[config.mk]
export PLATFORM = sky130hd
export DESIGN_NAME = rat_restore_walker
export DESIGN_NICKNAME = d
export VERILOG_FILES = /design/src/rtl/rat_restore_walker.sv
export SDC_FILE = /design/constraint.sdc
export NUM_CORES = 1
export LEC_CHECK = 0
export BUFFER_PORTS_ARGS = -buffer_cell sky130_fd_sc_hd__buf_2
export CORE_AREA = 8 8 172 174
export CTS_BUF_LIST = sky130_fd_sc_hd__clkbuf_16
export DETAILED_ROUTE_END_ITERATION = 10
export DIE_AREA = 0 0 180 182
export GPL_ROUTABILITY_DRIVEN = 0
export PLACE_DENSITY = 0.67
export SETUP_SLACK_MARGIN = 0.1
export SYNTH_ARGS = -nofsm -noshare
export SYNTH_HDL_FRONTEND = slang
export SYNTH_SLANG_ARGS = --single-unit
[constraint.sdc]
create_clock -name clk -period 3.6 [get_ports clk]
set_input_delay 0.72 -clock clk [delete_from_list [all_inputs] [get_ports clk]]
set_output_delay 0.72 -clock clk [all_outputs]
set_load 0.01 [all_outputs]
[src/rtl/rat_restore_walker.sv]
// Circular rename log feeding RAT restores: youngest-first rollback walk on flush.
// Optional simulation checks are enabled by defining RAT_RESTORE_WALKER_CHECK_EN.
`ifndef PHY_REG_ID_WIDTH
`define PHY_REG_ID_WIDTH 7
`endif

module rat_restore_walker #(
  parameter int unsigned DEPTH = 16,
  parameter int unsigned PTR_W = $clog2(DEPTH)
) (
  input  logic                         clk,
  input  logic                         rst,
  input  logic                         rename_walker_push,
  input  logic [`PHY_REG_ID_WIDTH-1:0] rename_walker_new_phy_id,
  input  logic [`PHY_REG_ID_WIDTH-1:0] rename_walker_old_phy_id,
  input  logic                         rename_walker_old_phy_id_valid,
  output logic                         walker_rename_full,
  input  logic                         commit_walker_pop,
  output logic [`PHY_REG_ID_WIDTH-1:0] walker_commit_head_old_phy_id,
  output logic                         walker_commit_head_valid,
  input  logic                         flush_walker_start,
  output logic [`PHY_REG_ID_WIDTH-1:0] commit_rat_restore_new_phy_id,
  output logic [`PHY_REG_ID_WIDTH-1:0] commit_rat_restore_old_phy_id,
  output logic                         commit_rat_restore_map,
  output logic                         walker_busy,
  output logic                         walker_done,
  output logic [PTR_W:0]               walker_count
);

  localparam int unsigned W = `PHY_REG_ID_WIDTH;
  localparam logic [PTR_W:0] PTR_ONE = {{PTR_W{1'b0}}, 1'b1};

  typedef enum logic [1:0] {
    S_IDLE = 2'd0,
    S_WALK = 2'd1,
    S_DONE = 2'd2
  } state_t;

  state_t           state;
  logic [PTR_W:0]   head;
  logic [PTR_W:0]   tail;
  logic [PTR_W:0]   tail_m1;
  logic [PTR_W:0]   count;
  logic             empty;
  logic             full;
  logic             push_ok;
  logic             pop_ok;

  logic [W-1:0]     new_mem [DEPTH];
  logic [W-1:0]     old_mem [DEPTH];
  logic [DEPTH-1:0] ov_mem;

  assign count   = tail - head;
  assign tail_m1 = tail - PTR_ONE;
  assign empty   = (tail == head);
  assign full    = (tail[PTR_W] != head[PTR_W]) &&
                   (tail[PTR_W-1:0] == head[PTR_W-1:0]);

  // A flush in IDLE swallows any same-cycle push/pop; full/empty come from registered pointers only.
  assign push_ok = (state == S_IDLE) && !flush_walker_start && rename_walker_push && !full;
  assign pop_ok  = (state == S_IDLE) && !flush_walker_start && commit_walker_pop && !empty;

  always_ff @(posedge clk or negedge rst) begin
    if (!rst) begin
      state <= S_IDLE;
      head  <= '0;
      tail  <= '0;
    end else begin
      case (state)
        S_IDLE: begin
          if (flush_walker_start) begin
            state <= empty ? S_DONE : S_WALK;
          end else begin
            if (push_ok) tail <= tail + PTR_ONE;
            if (pop_ok)  head <= head + PTR_ONE;
          end
        end
        S_WALK: begin
          tail <= tail_m1;
          if (tail_m1 == head) state <= S_DONE;
        end
        S_DONE: state <= S_IDLE;
        default: state <= S_IDLE;
      endcase
    end
  end

  always_ff @(posedge clk or negedge rst) begin
    if (!rst) begin
      for (int unsigned i = 0; i < DEPTH; i++) begin
        new_mem[i] <= '0;
        old_mem[i] <= '0;
      end
      ov_mem <= '0;
    end else if (push_ok) begin
      new_mem[tail[PTR_W-1:0]] <= rename_walker_new_phy_id;
      old_mem[tail[PTR_W-1:0]] <= rename_walker_old_phy_id;
      ov_mem[tail[PTR_W-1:0]]  <= rename_walker_old_phy_id_valid;
    end
  end

  always_comb begin
    commit_rat_restore_new_phy_id = '0;
    commit_rat_restore_old_phy_id = '0;
    commit_rat_restore_map        = 1'b0;
    if (state == S_WALK) begin
      commit_rat_restore_new_phy_id = new_mem[tail_m1[PTR_W-1:0]];
      commit_rat_restore_old_phy_id = old_mem[tail_m1[PTR_W-1:0]];
      commit_rat_restore_map        = ov_mem[tail_m1[PTR_W-1:0]];
    end
  end

  always_comb begin
    walker_busy                   = (state == S_WALK) || (state == S_DONE);
    walker_done                   = (state == S_DONE);
    walker_rename_full            = walker_busy || full;
    walker_count                  = count;
    walker_commit_head_old_phy_id = old_mem[head[PTR_W-1:0]];
    walker_commit_head_valid      = (state == S_IDLE) && !empty && ov_mem[head[PTR_W-1:0]];
  end

`ifdef RAT_RESTORE_WALKER_CHECK_EN
  always @(posedge clk) begin
    if (rst) begin
      assert (!((state == S_IDLE) && !flush_walker_start && rename_walker_push && full))
      else begin $error("rat_restore_walker: push while full"); $finish; end
      assert (!((state == S_IDLE) && !flush_walker_start && commit_walker_pop && empty))
      else begin $error("rat_restore_walker: pop while empty"); $finish; end
      assert (!((state != S_IDLE) &&
                (rename_walker_push || commit_walker_pop || flush_walker_start)))
      else begin $error("rat_restore_walker: request while busy"); $finish; end
      assert (!(32'(count) > DEPTH))
      else begin $error("rat_restore_walker: count exceeds depth"); $finish; end
    end
  end
`endif

endmodule

=== Word-level counts from Yosys, hierarchy flattened ===
Index checks and enable logic that the tools add are counted.

* Bits in registers: 252
* Output and inout port bits: 31
* Word-level logic and storage cells: 112

* Add/sub/neg operators: 4
* Magnitude comparators: 8
* Equality and inequality tests: 10
* Multiplexer cells: 30
* Bitwise operators: 4
* Reduce and logical (&&, ||, !) cells: 20

{| class="wikitable"
|+ Operators with widths
! cell !! number
|-
| 112-bit bitwise mux || 2
|-
| 7-bit binary-select mux with 4-bit select || 3
|-
| 7-bit 2-to-1 mux || 9
|-
| 7-bit demux with 4-bit select || 1
|-
| 16-bit bitwise mux || 1
|-
| 5-bit greater-or-equal comparator (second input constant) || 3
|-
| 4-bit by 5-bit less-than comparator with 1-bit output (second input constant) || 3
|-
| 4-bit NOT with 5-bit output || 3
|-
| 5-bit by 1-bit adder with 5-bit output (second input constant) || 2
|-
| 5-bit == test || 2
|-
| 1-bit logical AND || 10
|-
| 5-bit 2-to-1 mux || 2
|-
| 5-bit case mux with 2 select lines || 1
|-
| 1-bit binary-select mux with 4-bit select || 2
|-
| 2-bit inequality test (second input constant) || 4
|-
| 2-bit 2-to-1 mux || 3
|-
| 3-bit AND reduction || 2
|-
| 5-bit by 1-bit less-than comparator with 1-bit output (second input constant) || 1
|-
| 5-bit by 1-bit subtractor with 5-bit output (second input constant) || 1
|-
| 5-bit subtractor || 1
|-
| 1-bit demux with 4-bit select || 1
|-
| 4-bit == test || 1
|-
| 4-bit by 1-bit greater-or-equal comparator with 1-bit output (second input constant) || 1
|-
| 1-bit 2-to-1 mux || 4
|-
| 10 further kinds || 13
|}

=== Logic depth before layout (Yosys ltp) ===
* Word-level depth: 7
* Depth in mapped cells: 11

=== Worst setup path after synthesis ===
No wires, ideal clock.

* Kind: reg-to-output
* Start point: register tail[0]
* End point: output port commit_rat_restore_old_phy_id[0]
* Arrival time: 2.681 ns
* Data required time: 2.880 ns
* Slack: 0.199 ns
* Stages on the path, launching flop included: 10
* Buffers on the path: 4
* Path through: dfrtp_1 buf_6 buf_4 inv_1 ha_1 clkbuf_1 clkbuf_1 mux4_2 mux4_1 and2_1

* Longest elaborated chain between the ends: 6

{| class="wikitable"
|+ RTL lines
! item !! RTL line !! source
|-
| start: declaration || 41 || <nowiki>logic [PTR_W:0] tail;</nowiki>
|-
| start signal: assignment || 74 || <nowiki>if (push_ok) tail <= tail + PTR_ONE;</nowiki>
|-
| start signal: assignment || 79 || <nowiki>tail <= tail_m1;</nowiki>
|-
| 5-bit by 1-bit subtractor with 5-bit output || 54 || <nowiki>assign tail_m1 = tail - PTR_ONE;</nowiki>
|-
| net tail_m1[0] || 42 || <nowiki>logic [PTR_W:0] tail_m1;</nowiki>
|-
| 4-bit NOT with 5-bit output (not written as such) || 108 || <nowiki>commit_rat_restore_old_phy_id = old_mem[tail_m1[PTR_W-1:0]];</nowiki>
|-
| 7-bit binary-select mux with 4-bit select || 108 ||
|-
| 7-bit 2-to-1 mux (not written as such) (2 in a row) || 108 ||
|-
| 7-bit 2-to-1 mux || 106 || <nowiki>if (state == S_WALK) begin</nowiki>
|-
| end: declaration || 23 || <nowiki>output logic [`PHY_REG_ID_WIDTH-1:0] commit_rat_restore_old_phy_id,</nowiki>
|}

The timed path passes the listed nets, and every way through them passes these cells. The select of a mux whose other input is x is not followed.

=== Worst setup path after layout ===
* Start point: register tail[0]
* End point: output port commit_rat_restore_map

* Longest elaborated chain between the ends: 4

{| class="wikitable"
|+ RTL lines
! item !! RTL line !! source
|-
| 5-bit by 1-bit subtractor with 5-bit output || 54 ||
|-
| net tail_m1[0] || 42 ||
|-
| 1-bit binary-select mux with 4-bit select || 109 || <nowiki>commit_rat_restore_map = ov_mem[tail_m1[PTR_W-1:0]];</nowiki>
|-
| 1-bit 2-to-1 mux (not written as such) || 109 ||
|-
| 1-bit 2-to-1 mux || 106 ||
|-
| end: declaration || 24 || <nowiki>output logic commit_rat_restore_map,</nowiki>
|}

The timed path passes the listed nets, and every way through them passes these cells. The select of a mux whose other input is x is not followed.

==> run metrics <==
clock-pin slew on the worst setup and hold paths=60 ps; Layout Utilization=0.570; drt first pass iters=5; Layout Skew=13.7 ps; Crit. Startpoint=tail[0]; final-stage net count=914; Lkg Pwr=7.06 nW; pwr/cell area=989 nW/µm²; Initial Utilization=0.493; Critical Path RT=2880 ps; yosys warns=0; crit path capture=commit_rat_restore_map; dpl ws=315 ps; global-route wire length before repair=53.6 mm; Max Fclk=279 MHz; Critical Path Start Type=flip-flop; final critical-path required period=3580 ps; synth cell count leaders=dfrtp_1 (252), mux2_2 (241), mux4_2 (101), clkbuf_1 (30), buf_6 (15); Peak supply drop=0.474 mV; total CTS buffers=28; slowest stage delay, CP=490 ps; worst hold slack=184 ps; routed length per instance=28.2 µm; mux cell area share after synthesis=0.407; CP endpoint kind=output port; r2r worst-path depth=6; Die Height=182 µm; post-cts hold buffer count=0; #FFs+latches synth=252; Power Total=15.0 mW; DR iter-0 viols=609; compound-gate portion of the synthesized area=0.0111; endpoints failing setup=0; H-tree depth=1; initial antenna violation count=1; HPWL after detailed placement=20.2 mm; Post-Synth Adder-Cell Area=0.0139; Crit Path Category=flip-flop to output port; post-synthesis simple-gate area fraction=0.0378; Slowest-stage cell, CP=mux4_2; placed insts=1,155; Post-Synthesis Cells=806; die span in x=180 µm; post-synth top area share=0.480; worst-path cell chain=clkinvlp_4, ha_4, buf_12, buf_16, buf_12, mux4_2, mux4_2, and2_4, buf_6; syn avg cell area=16.3 µm²; Max-slew headroom=0.449; Worst R2R End=new_mem[47]; CTS tree=yes; post-synthesis sequential area ratio=0.480; antenna cell count=0; EDFF count, synth=0; crit path max fanout=8; maximum buffer depth of the clock tree=3; ys flop type=dfrtp_1; global route total overflow=0; Detail Route Antenna Nets=0; via count=7,838; Global Route Usage Sum=0.212; largest net degree at the start of global routing=98; final critical-path setup slack=21.8 ps; fraction of layout cells with a size suffix above 1=0.594; fin area=15,200 µm²; most common cell in the netlist=dfrtp_1; max-slew violations=0; Netlist Area Pre-Place=13,100 µm²; Hold/Removal Path Class=input pin to async pin; Vias/cell=6.33; Final Hold Viols=0; largest family of logic cells by synthesized area=multiplexers; Post-Synth XOR/XNOR Area=0.0138; fin cells=1,239; R2R setup slack=270 ps; leading area contributor after synthesis=dfrtp_1; number of global-route vias before repair=8,652; Crit Reg-Reg Startpoint=tail[2]; status=complete, no violations; core footprint=26,700 µm²; syn_nets=840; Die Area=32,800 µm²; Post-route DRC=0; Worst Tran Pin Value=826 ps; post-route setup TNS=0 ps; IO Pins=51; synth unique cells=47; root buffer cell=clkbuf_16; Std-Cell Rows=60; Max Cap Viol=0; Synth area leaders=dfrtp_1 (48%), mux2_2 (21%), mux4_2 (17%); share of flip-flops with an asynchronous set or reset=1.00; wirelength, routed=35.0 mm; Placed Area=13,700 µm²; IO Port Bufs=50; RSZ-0062 raised after global routing=true; Final period util=0.994; Sink Count=252; crit path DAT=2860 ps; Area Overhead vs Synth=15.7%; clk_lat worst skew=540 ps
cells by family (layout without fill, tap and decap cells):
family,Yosys count,count (layout)
simple gates,61,61
flops,252,252
buf+inv,82,174
mux,356,356
xor+xnor,19,19
compound gates,22,22
fa+ha+maj,14,14
layer usage:
layer | routed length (µm) | track usage | part of all wire | vias up
li1 | - | - | - | 3234
met1 | 15000 | 0.284 | 0.43 | 4279
met2 | 17000 | 0.352 | 0.48 | 264
met3 | 2230 | 0.0399 | 0.064 | 59
met4 | 791 | 0.0564 | 0.023 | 2
met5 | 13 | 0 | 0.00037 | -
worst min path at each step:
stage	start	endpoint	depth (start not counted)
2_1_floorplan	rst	head[0]	0
3_3_place_gp	new_mem[55]	new_mem[55]	1
3_5_place_dp	new_mem[16]	new_mem[16]	1
4_1_cts	rst	head[3]	1
5_1_grt	rst	head[0]	1
6_report	rst	head[3]	1
registers in the layout, indices dropped and copies added (netlist names):
signal,cells
old_mem,112
state,2
new_mem,112
head,5
tail,5
ov_mem,16
layout make-up:
cell class | instances | area (µm²)
Clock buffer | 29 | 726
Multi-Input combinational cell | 472 | 6400
Sequential cell | 252 | 6310
Tap cell | 341 | 427
Clock inverter | 19 | 103
Timing Repair Buffer | 114 | 1170
Fill cell | 2031 | 11500
Inverter | 12 | 52.6
power by group:
| group | internal, mW | switching [mW] |
|---|---|---|
| clock | 1.50 | 1.13 |
| combinational | 4.37 | 3.32 |
| sequential | 3.91 | 0.803 |
worst max-delay path, delay by kind of cell, from the launching register on:
kind          cells  cell delay (ps)
fa+ha+maj         1              290
simple gates      1              170
mux               2              780
flops             1              450
buf+inv           5              620
cell usage in the layout, fill, tap and decap left out, types with 5 or more instances in the layout:
master,instances
clkinv_1,5
buf_12,15
clkbuf_16,31
mux4_2,104
xor2_1,6
nand2_1,7
buf_16,7
dfrtp_1,249
mux2_2,241
nand3_4,9
mux4_1,10
buf_4,36
a21oi_1,6
and2_1,5
buf_2,40
nor2_1,7
and2_4,9
inv_1,18
xnor2_1,10
buf_6,13
ha_1,11
what timing repair did:
action	4_1_cts	5_1_grt
endpoints found under the setup margin	18	17
pin swaps	3	4
gates resized for setup	28	26
buffers inserted	21	7
cloned	6	2
Power figures use the tool's default switching activity.
